===== src/rtl/bitonic_pkg.sv =====
// Shared helpers for the bitonic sorting network: layer enumeration and key type.
// Layers are numbered in the order the data passes through them.
package bitonic_pkg;

    localparam int KEY_WIDTH = 8;
    typedef logic [KEY_WIDTH-1:0] key_t;

    function automatic int clog2(input int n);
        int r;
        r = 0;
        for (int v = n - 1; v > 0; v = v >> 1) begin
            r = r + 1;
        end
        return r;
    endfunction

    function automatic int num_layers(input int n);
        int s;
        s = clog2(n);
        return (s * (s + 1)) / 2;
    endfunction

    // Flat layer index -> merge size k (k = 2, 4, ..., N).
    function automatic int layer_k(input int idx);
        int cnt;
        int res;
        cnt = 0;
        res = 2;
        for (int s = 1; s <= 16; s++) begin
            for (int t = s; t >= 1; t--) begin
                if (cnt == idx) begin
                    res = 1 << s;
                end
                cnt = cnt + 1;
            end
        end
        return res;
    endfunction

    // Flat layer index -> partner distance j (k/2 down to 1).
    function automatic int layer_j(input int idx);
        int cnt;
        int res;
        cnt = 0;
        res = 1;
        for (int s = 1; s <= 16; s++) begin
            for (int t = s; t >= 1; t--) begin
                if (cnt == idx) begin
                    res = 1 << (t - 1);
                end
                cnt = cnt + 1;
            end
        end
        return res;
    endfunction

endpackage


===== src/rtl/bitonic_cas.sv =====
// Combinational compare-exchange node. With up=1 out_a takes the smaller key,
// otherwise the larger; equal keys pass straight through.
module bitonic_cas #(
    parameter int DATA_WIDTH = 8
) (
    input  logic [DATA_WIDTH-1:0] a,
    input  logic [DATA_WIDTH-1:0] b,
    input  logic                  up,
    output logic [DATA_WIDTH-1:0] out_a,
    output logic [DATA_WIDTH-1:0] out_b
);

    logic swap;

    assign swap  = up ? (a > b) : (a < b);
    assign out_a = swap ? b : a;
    assign out_b = swap ? a : b;

endmodule


===== src/rtl/bitonic_sort_pipe.sv =====
// Fully pipelined bitonic sorter: one register stage per network layer, all
// stages advancing together under a single global enable.
module bitonic_sort_pipe
    import bitonic_pkg::*;
#(
    parameter int DATA_WIDTH = 8,
    parameter int NUM_ELEMS  = 8,
    parameter int CNT_WIDTH  = 16
) (
    input  logic                            clk,
    input  logic                            reset,
    input  logic                            in_valid,
    output logic                            in_ready,
    input  logic                            descending,
    input  logic [NUM_ELEMS*DATA_WIDTH-1:0] data_in,
    output logic                            out_valid,
    input  logic                            out_ready,
    output logic [NUM_ELEMS*DATA_WIDTH-1:0] data_out,
    output logic                            busy,
    output logic [CNT_WIDTH-1:0]            sort_count
);

    localparam int L = num_layers(NUM_ELEMS);

    logic [DATA_WIDTH-1:0] key_reg [L][NUM_ELEMS];
    logic [L-1:0]          valid_reg;
    logic [L-1:0]          desc_reg;
    logic [CNT_WIDTH-1:0]  count_reg;

    logic [DATA_WIDTH-1:0] lay_in  [L][NUM_ELEMS];
    logic [DATA_WIDTH-1:0] lay_out [L][NUM_ELEMS];
    logic [L-1:0]          lay_valid;
    logic [L-1:0]          lay_desc;
    logic                  advance;

    assign out_valid = valid_reg[L-1];
    assign advance   = !out_valid || out_ready;
    assign in_ready  = advance;
    assign busy      = |valid_reg;
    assign sort_count = count_reg;

    generate
        for (genvar gi = 0; gi < L; gi++) begin : g_layer
            localparam int K = layer_k(gi);
            localparam int J = layer_j(gi);

            if (gi == 0) begin : g_first
                assign lay_valid[gi] = in_valid;
                assign lay_desc[gi]  = descending;
                for (genvar ge = 0; ge < NUM_ELEMS; ge++) begin : g_elem
                    assign lay_in[gi][ge] = data_in[ge*DATA_WIDTH +: DATA_WIDTH];
                end
            end else begin : g_rest
                assign lay_valid[gi] = valid_reg[gi-1];
                assign lay_desc[gi]  = desc_reg[gi-1];
                for (genvar ge = 0; ge < NUM_ELEMS; ge++) begin : g_elem
                    assign lay_in[gi][ge] = key_reg[gi-1][ge];
                end
            end

            // Pair q enumerates the indices i with (i & j) == 0 in increasing order.
            for (genvar gj = 0; gj < NUM_ELEMS / 2; gj++) begin : g_pair
                localparam int   I   = (gj / J) * 2 * J + (gj % J);
                localparam int   P   = I + J;
                localparam logic ASC = ((I & K) == 0);

                bitonic_cas #(
                    .DATA_WIDTH(DATA_WIDTH)
                ) u_cas (
                    .a    (lay_in[gi][I]),
                    .b    (lay_in[gi][P]),
                    .up   (ASC ^ lay_desc[gi]),
                    .out_a(lay_out[gi][I]),
                    .out_b(lay_out[gi][P])
                );
            end
        end

        for (genvar ge = 0; ge < NUM_ELEMS; ge++) begin : g_out
            assign data_out[ge*DATA_WIDTH +: DATA_WIDTH] =
                out_valid ? key_reg[L-1][ge] : '0;
        end
    endgenerate

    always_ff @(posedge clk or negedge reset) begin
        if (!reset) begin
            valid_reg <= '0;
            desc_reg  <= '0;
            key_reg   <= '{default: '0};
        end else if (advance) begin
            valid_reg <= lay_valid;
            desc_reg  <= lay_desc;
            key_reg   <= lay_out;
        end
    end

    always_ff @(posedge clk or negedge reset) begin
        if (!reset) begin
            count_reg <= '0;
        end else if (out_valid && out_ready && (count_reg != '1)) begin
            count_reg <= count_reg + 1'b1;
        end
    end

endmodule


===== config.mk =====
export PLATFORM = sky130hd
export DESIGN_NAME = bitonic_sort_pipe
export DESIGN_NICKNAME = d
export VERILOG_FILES = /design/src/rtl/bitonic_pkg.sv /design/src/rtl/bitonic_cas.sv /design/src/rtl/bitonic_sort_pipe.sv
export SDC_FILE = /design/constraint.sdc
export NUM_CORES = 1
export LEC_CHECK = 0
export CAP_MARGIN = 20
export CORE_MARGIN = 8
export CORE_UTILIZATION = 55
export CTS_CLUSTER_DIAMETER = 100
export DETAILED_ROUTE_END_ITERATION = 12
export PLACE_DENSITY = 0.7
export SLEW_MARGIN = 25
export SYNTH_ARGS = -nofsm -noshare
export SYNTH_HDL_FRONTEND = slang
export SYNTH_SLANG_ARGS = --single-unit

===== constraint.sdc =====
create_clock -name clk -period 2.5 [get_ports clk]
set_clock_uncertainty 0.1 [all_clocks]
set_input_delay 0.5 -clock clk [delete_from_list [all_inputs] [get_ports clk]]
set_output_delay 0.5 -clock clk [all_outputs]
set_load 0.02 [all_outputs]

==> impl_metrics.json <==
{
  "path_delay_family": "compound AO/OA/AOI/OAI gates",
  "swShare": 0.446,
  "synth_area_sq_um": 27500,
  "overall_die_height_um": 240,
  "final_layout_size_suffix_gt1_frac": 0.103,
  "synth-seq-cells": 411,
  "pin_count_of_the_biggest_net_entering_global_routing": 168,
  "total_non_filler_cell_area_in_the_finished_layout_sq_um": 32500,
  "power_share_of_the_clock_group": 0.144,
  "timing.max_slew.rel_slack": 0.378,
  "muxShareOfSynthArea": 0.140,
  "synth.distinct_cells": 46,
  "cellPowerDensity_nw_per_um2": 1540,
  "grt_util_all_layers": 0.270,
  "min_period_ns": 2.45,
  "num-nets-final": 3511,
  "std_cell_rows": 82,
  "cts_root_buffer": "sky130_fd_sc_hd__clkbuf_16",
  "gr-usage-met1": 0.324,
  "gpl.final_weighted_congestion": 0.916,
  "status": "finished clean",
  "n_antenna_cell": 0,
  "drtIter0Drc": 1669,
  "timing_hold_violations_final": 0,
  "synthSimpleGateAreaFrac": 0.128,
  "viasPerCell": 5.97,
  "asr_flop_ratio_synth": 1.00,
  "hold_class": "in2async",
  "grt.overflow.total": 0,
  "sinks_on_clock_net": 411,
  "cts_max_level": 2,
  "core_area_sq_um": 49800,
  "fillers": 4043,
  "worst_ep_arrival_time_ns": 2.84,
  "cts.path.max_buffers": 3,
  "synth-adder-area-share": 0.0877,
  "crit_required_ns": 2.89,
  "cpPeakStageDelay_ns": 0.39,
  "yosys_most_used_dff": "sky130_fd_sc_hd__dfrtp_1",
  "postLayoutCoreUtil": 0.654,
  "timing.critical_path.fanout_max": 8,
  "report.final.setup_viol": 0,
  "syn_area_per_cell_sq_um": 9.09,
  "synthXorXnorAreaFrac": 0.00477,
  "combPwrFrac": 0.603,
  "grt_antenna_before_repair": 0,
  "totalNegativeSetupSlack_ns": 0,
  "tritoncts.num_buffers": 47,
  "critical_path.startpoint_type": "flop",
  "clock_tree_from_tritoncts": "done",
  "fin_cells": 3959,
  "global_route.usage.met2": 0.464,
  "crit_path_cell_trace": "inv_1 > ha_1 > and3_4 > a221oi_4 > nor2_1 > a311oi_2 > buf_6 > mux2i_2",
  "die-area_sq_um": 57500,
  "synth_top_family_by_area": "compound AO/OA/AOI/OAI gates",
  "antenna_violating_nets_post_route": 0,
  "post-synth-top-area-fraction": 0.374,
  "routed_wl_um": 78500,
  "clock_insertion_delay_worst_skew_ns": 0.59,
  "power_leakage_nw": 15.7,
  "number_of_synthesized_flops_with_an_enable_pin": 0,
  "global_route.peak_usage_layer": "met2",
  "placed_area_sq_um": 30700,
  "placed_cells": 3864,
  "areaGrowthSynthToFinish_pct": 18.2,
  "drv.max_cap_violation_count": 0,
  "largest_register_ff_count": 384,
  "drc": 0,
  "worst-setup-path-type": "reg2reg",
  "synth_compound_area_frac": 0.205,
  "drt_pass1_iterations": 7,
  "routed_wire_length_per_instance_um": 19.8,
  "power.switching_mw": 22.4,
  "leading_post_synthesis_cells_by_cell_area": "sky130_fd_sc_hd__dfrtp_1 (37%), sky130_fd_sc_hd__a21oi_1 (15%), sky130_fd_sc_hd__mux2i_1 (14%), sky130_fd_sc_hd__ha_1 (8.8%), sky130_fd_sc_hd__and2_1 (5.1%)",
  "crit_slowest_cell": "sky130_fd_sc_hd__dfrtp_1",
  "clkTransAtPathRegs_ns": 0.06,
  "ys_seq_area_frac": 0.374,
  "synth_largest_area_cell": "sky130_fd_sc_hd__dfrtp_1",
  "final-max-slew-violation-count": 0,
  "io-pin-count": 152,
  "syn-num-nets": 3290,
  "routed-via-count": 23600,
  "power.internal_mw": 27.8,
  "port-buffer-count": 151,
  "final.period_utilization": 0.981,
  "worst_slew_pin_slew_ns": 0.933,
  "synth_cells": 3028,
  "fmax_mhz": 408,
  "power.ir.vdd_worst_mv": 0.630,
  "start_util": 0.553,
  "fin_hold_ws_ns": 0.330,
  "critPathBufInv": 2,
  "seq_power_share": 0.253,
  "dp_hpwl_um": 59800,
  "end_kind": "flop",
  "ys_warn_count": 0,
  "grt_first_pass_wirelength_um": 126000,
  "die_width_um": 240,
  "first_global_vias": 24100,
  "global_route.usage.met3": 0.0383
}
[path summary, 6_finish.rpt]
check | from | end | slack (ns) | cells after the start
max | key_reg[293] | key_reg[230] | 0.05 | 8
min | reset | key_reg[59] | 0.33 | 2
max reg2reg | key_reg[293] | key_reg[230] | 0.05 | 8
min reg2reg | valid_reg[4] | valid_reg[5] | 0.39 | 1
max in group asynchronous | reset | key_reg[368] | 1.17 | 3
min in group clk | out_ready | key_reg[63] | 0.33 | 5
[kinds of logic after synthesis]
family	after synthesis
buffers and inverters	385
adders and majority gates	193
and+or+nand+nor	641
muxes	385
xor gates and xnor gates	15
DFF	411
AOI/OAI and AO/OA	998
[cell usage after synthesis (all sizes together) (29+ instances only)]
cell type	instances
buf	102
mux2i	384
and2	224
nor2	181
a21oi	830
ha	193
nor2b	89
nand2	46
dfrtp	411
nand4	48
inv	204
clkbuf	78
o21ai	29
o211ai	30
[power groups by stage]
stage / registers (mW) / clock network [mW] / logic, mW
detailed placement: 12.8 / 0 / 29.4
floorplan: 11.8 / 0 / 21.6
global placement: 12.5 / 0 / 28.1
finish: 12.7 / 7.21 / 30.3
CTS: 12.6 / 7.30 / 29.8
global route: 13.0 / 7.55 / 33.2
[cell type report]
type | count | area (sq um) | share of cell area
repair buffers | 352 | 3300 | 0.101
well taps | 672 | 841 | 0.0259
inverters | 205 | 774 | 0.0238
multi-input cells | 2232 | 15700 | 0.483
clock buffers | 69 | 1380 | 0.0425
clock inverters | 18 | 223 | 0.00685
flip-flops and latches | 411 | 10300 | 0.316
[metal layers]
metal  wire length, um  vias to the layer above
met5                 0                        -
met4              4320                        0
met3              3330                      212
met2             38500                      644
li1                  -                    11200
met1             32400                    11600
[worst reg2reg max path, cell delays in order, from the launching register on]
cell and delay, ns:
sky130_fd_sc_hd__dfrtp_1 0.39, sky130_fd_sc_hd__inv_1 0.15, sky130_fd_sc_hd__ha_1 0.27, sky130_fd_sc_hd__and3_4 0.19
sky130_fd_sc_hd__a221oi_4 0.33, sky130_fd_sc_hd__nor2_1 0.11, sky130_fd_sc_hd__a311oi_2 0.35, sky130_fd_sc_hd__buf_6 0.22
sky130_fd_sc_hd__mux2i_2 0.25
[through the flow]
step / power [mW] / worst slack [ns]
floorplan: 33.5 / 0.315
global placement: 40.6 / -0.334
detailed placement: 42.2 / -0.453
CTS: 49.8 / -0.148
global route: 53.7 / -0.00863
finish: 50.2 / 0.0471
[cells in the final DEF (no fill, tap or decap), drive strengths merged, types with 16 or more instances in the layout]
| cell type | netlist | layout |
|---|---|---|
| a21oi | 830 | 830 |
| dfrtp | 411 | 411 |
| mux2i | 384 | 384 |
| and2 | 224 | 224 |
| inv | 204 | 205 |
| buf | 102 | 202 |
| ha | 193 | 193 |
| nor2 | 181 | 181 |
| nor2b | 89 | 89 |
| clkdlybuf4s50 | 0 | 82 |
| clkbuf | 78 | 69 |
| dlygate4sd2 | 0 | 51 |
| nand4 | 48 | 48 |
| nand2 | 46 | 46 |
| o211ai | 30 | 30 |
| o21ai | 29 | 29 |
| a21o | 25 | 25 |
| a211oi | 25 | 25 |
| dlymetal6s2s | 0 | 16 |
[what timing repair did]
item / 4_1_cts / 5_1_grt
endpoints found under the setup margin: 132 / 82
buffers inserted: 6 / 1
hold endpoints to repair: 39 / 0
hold buffers: 1 / 0
gates resized for setup: 55 / 34
pin swaps: 4 / 1
No activity file was read; power rests on OpenSTA's default activity.
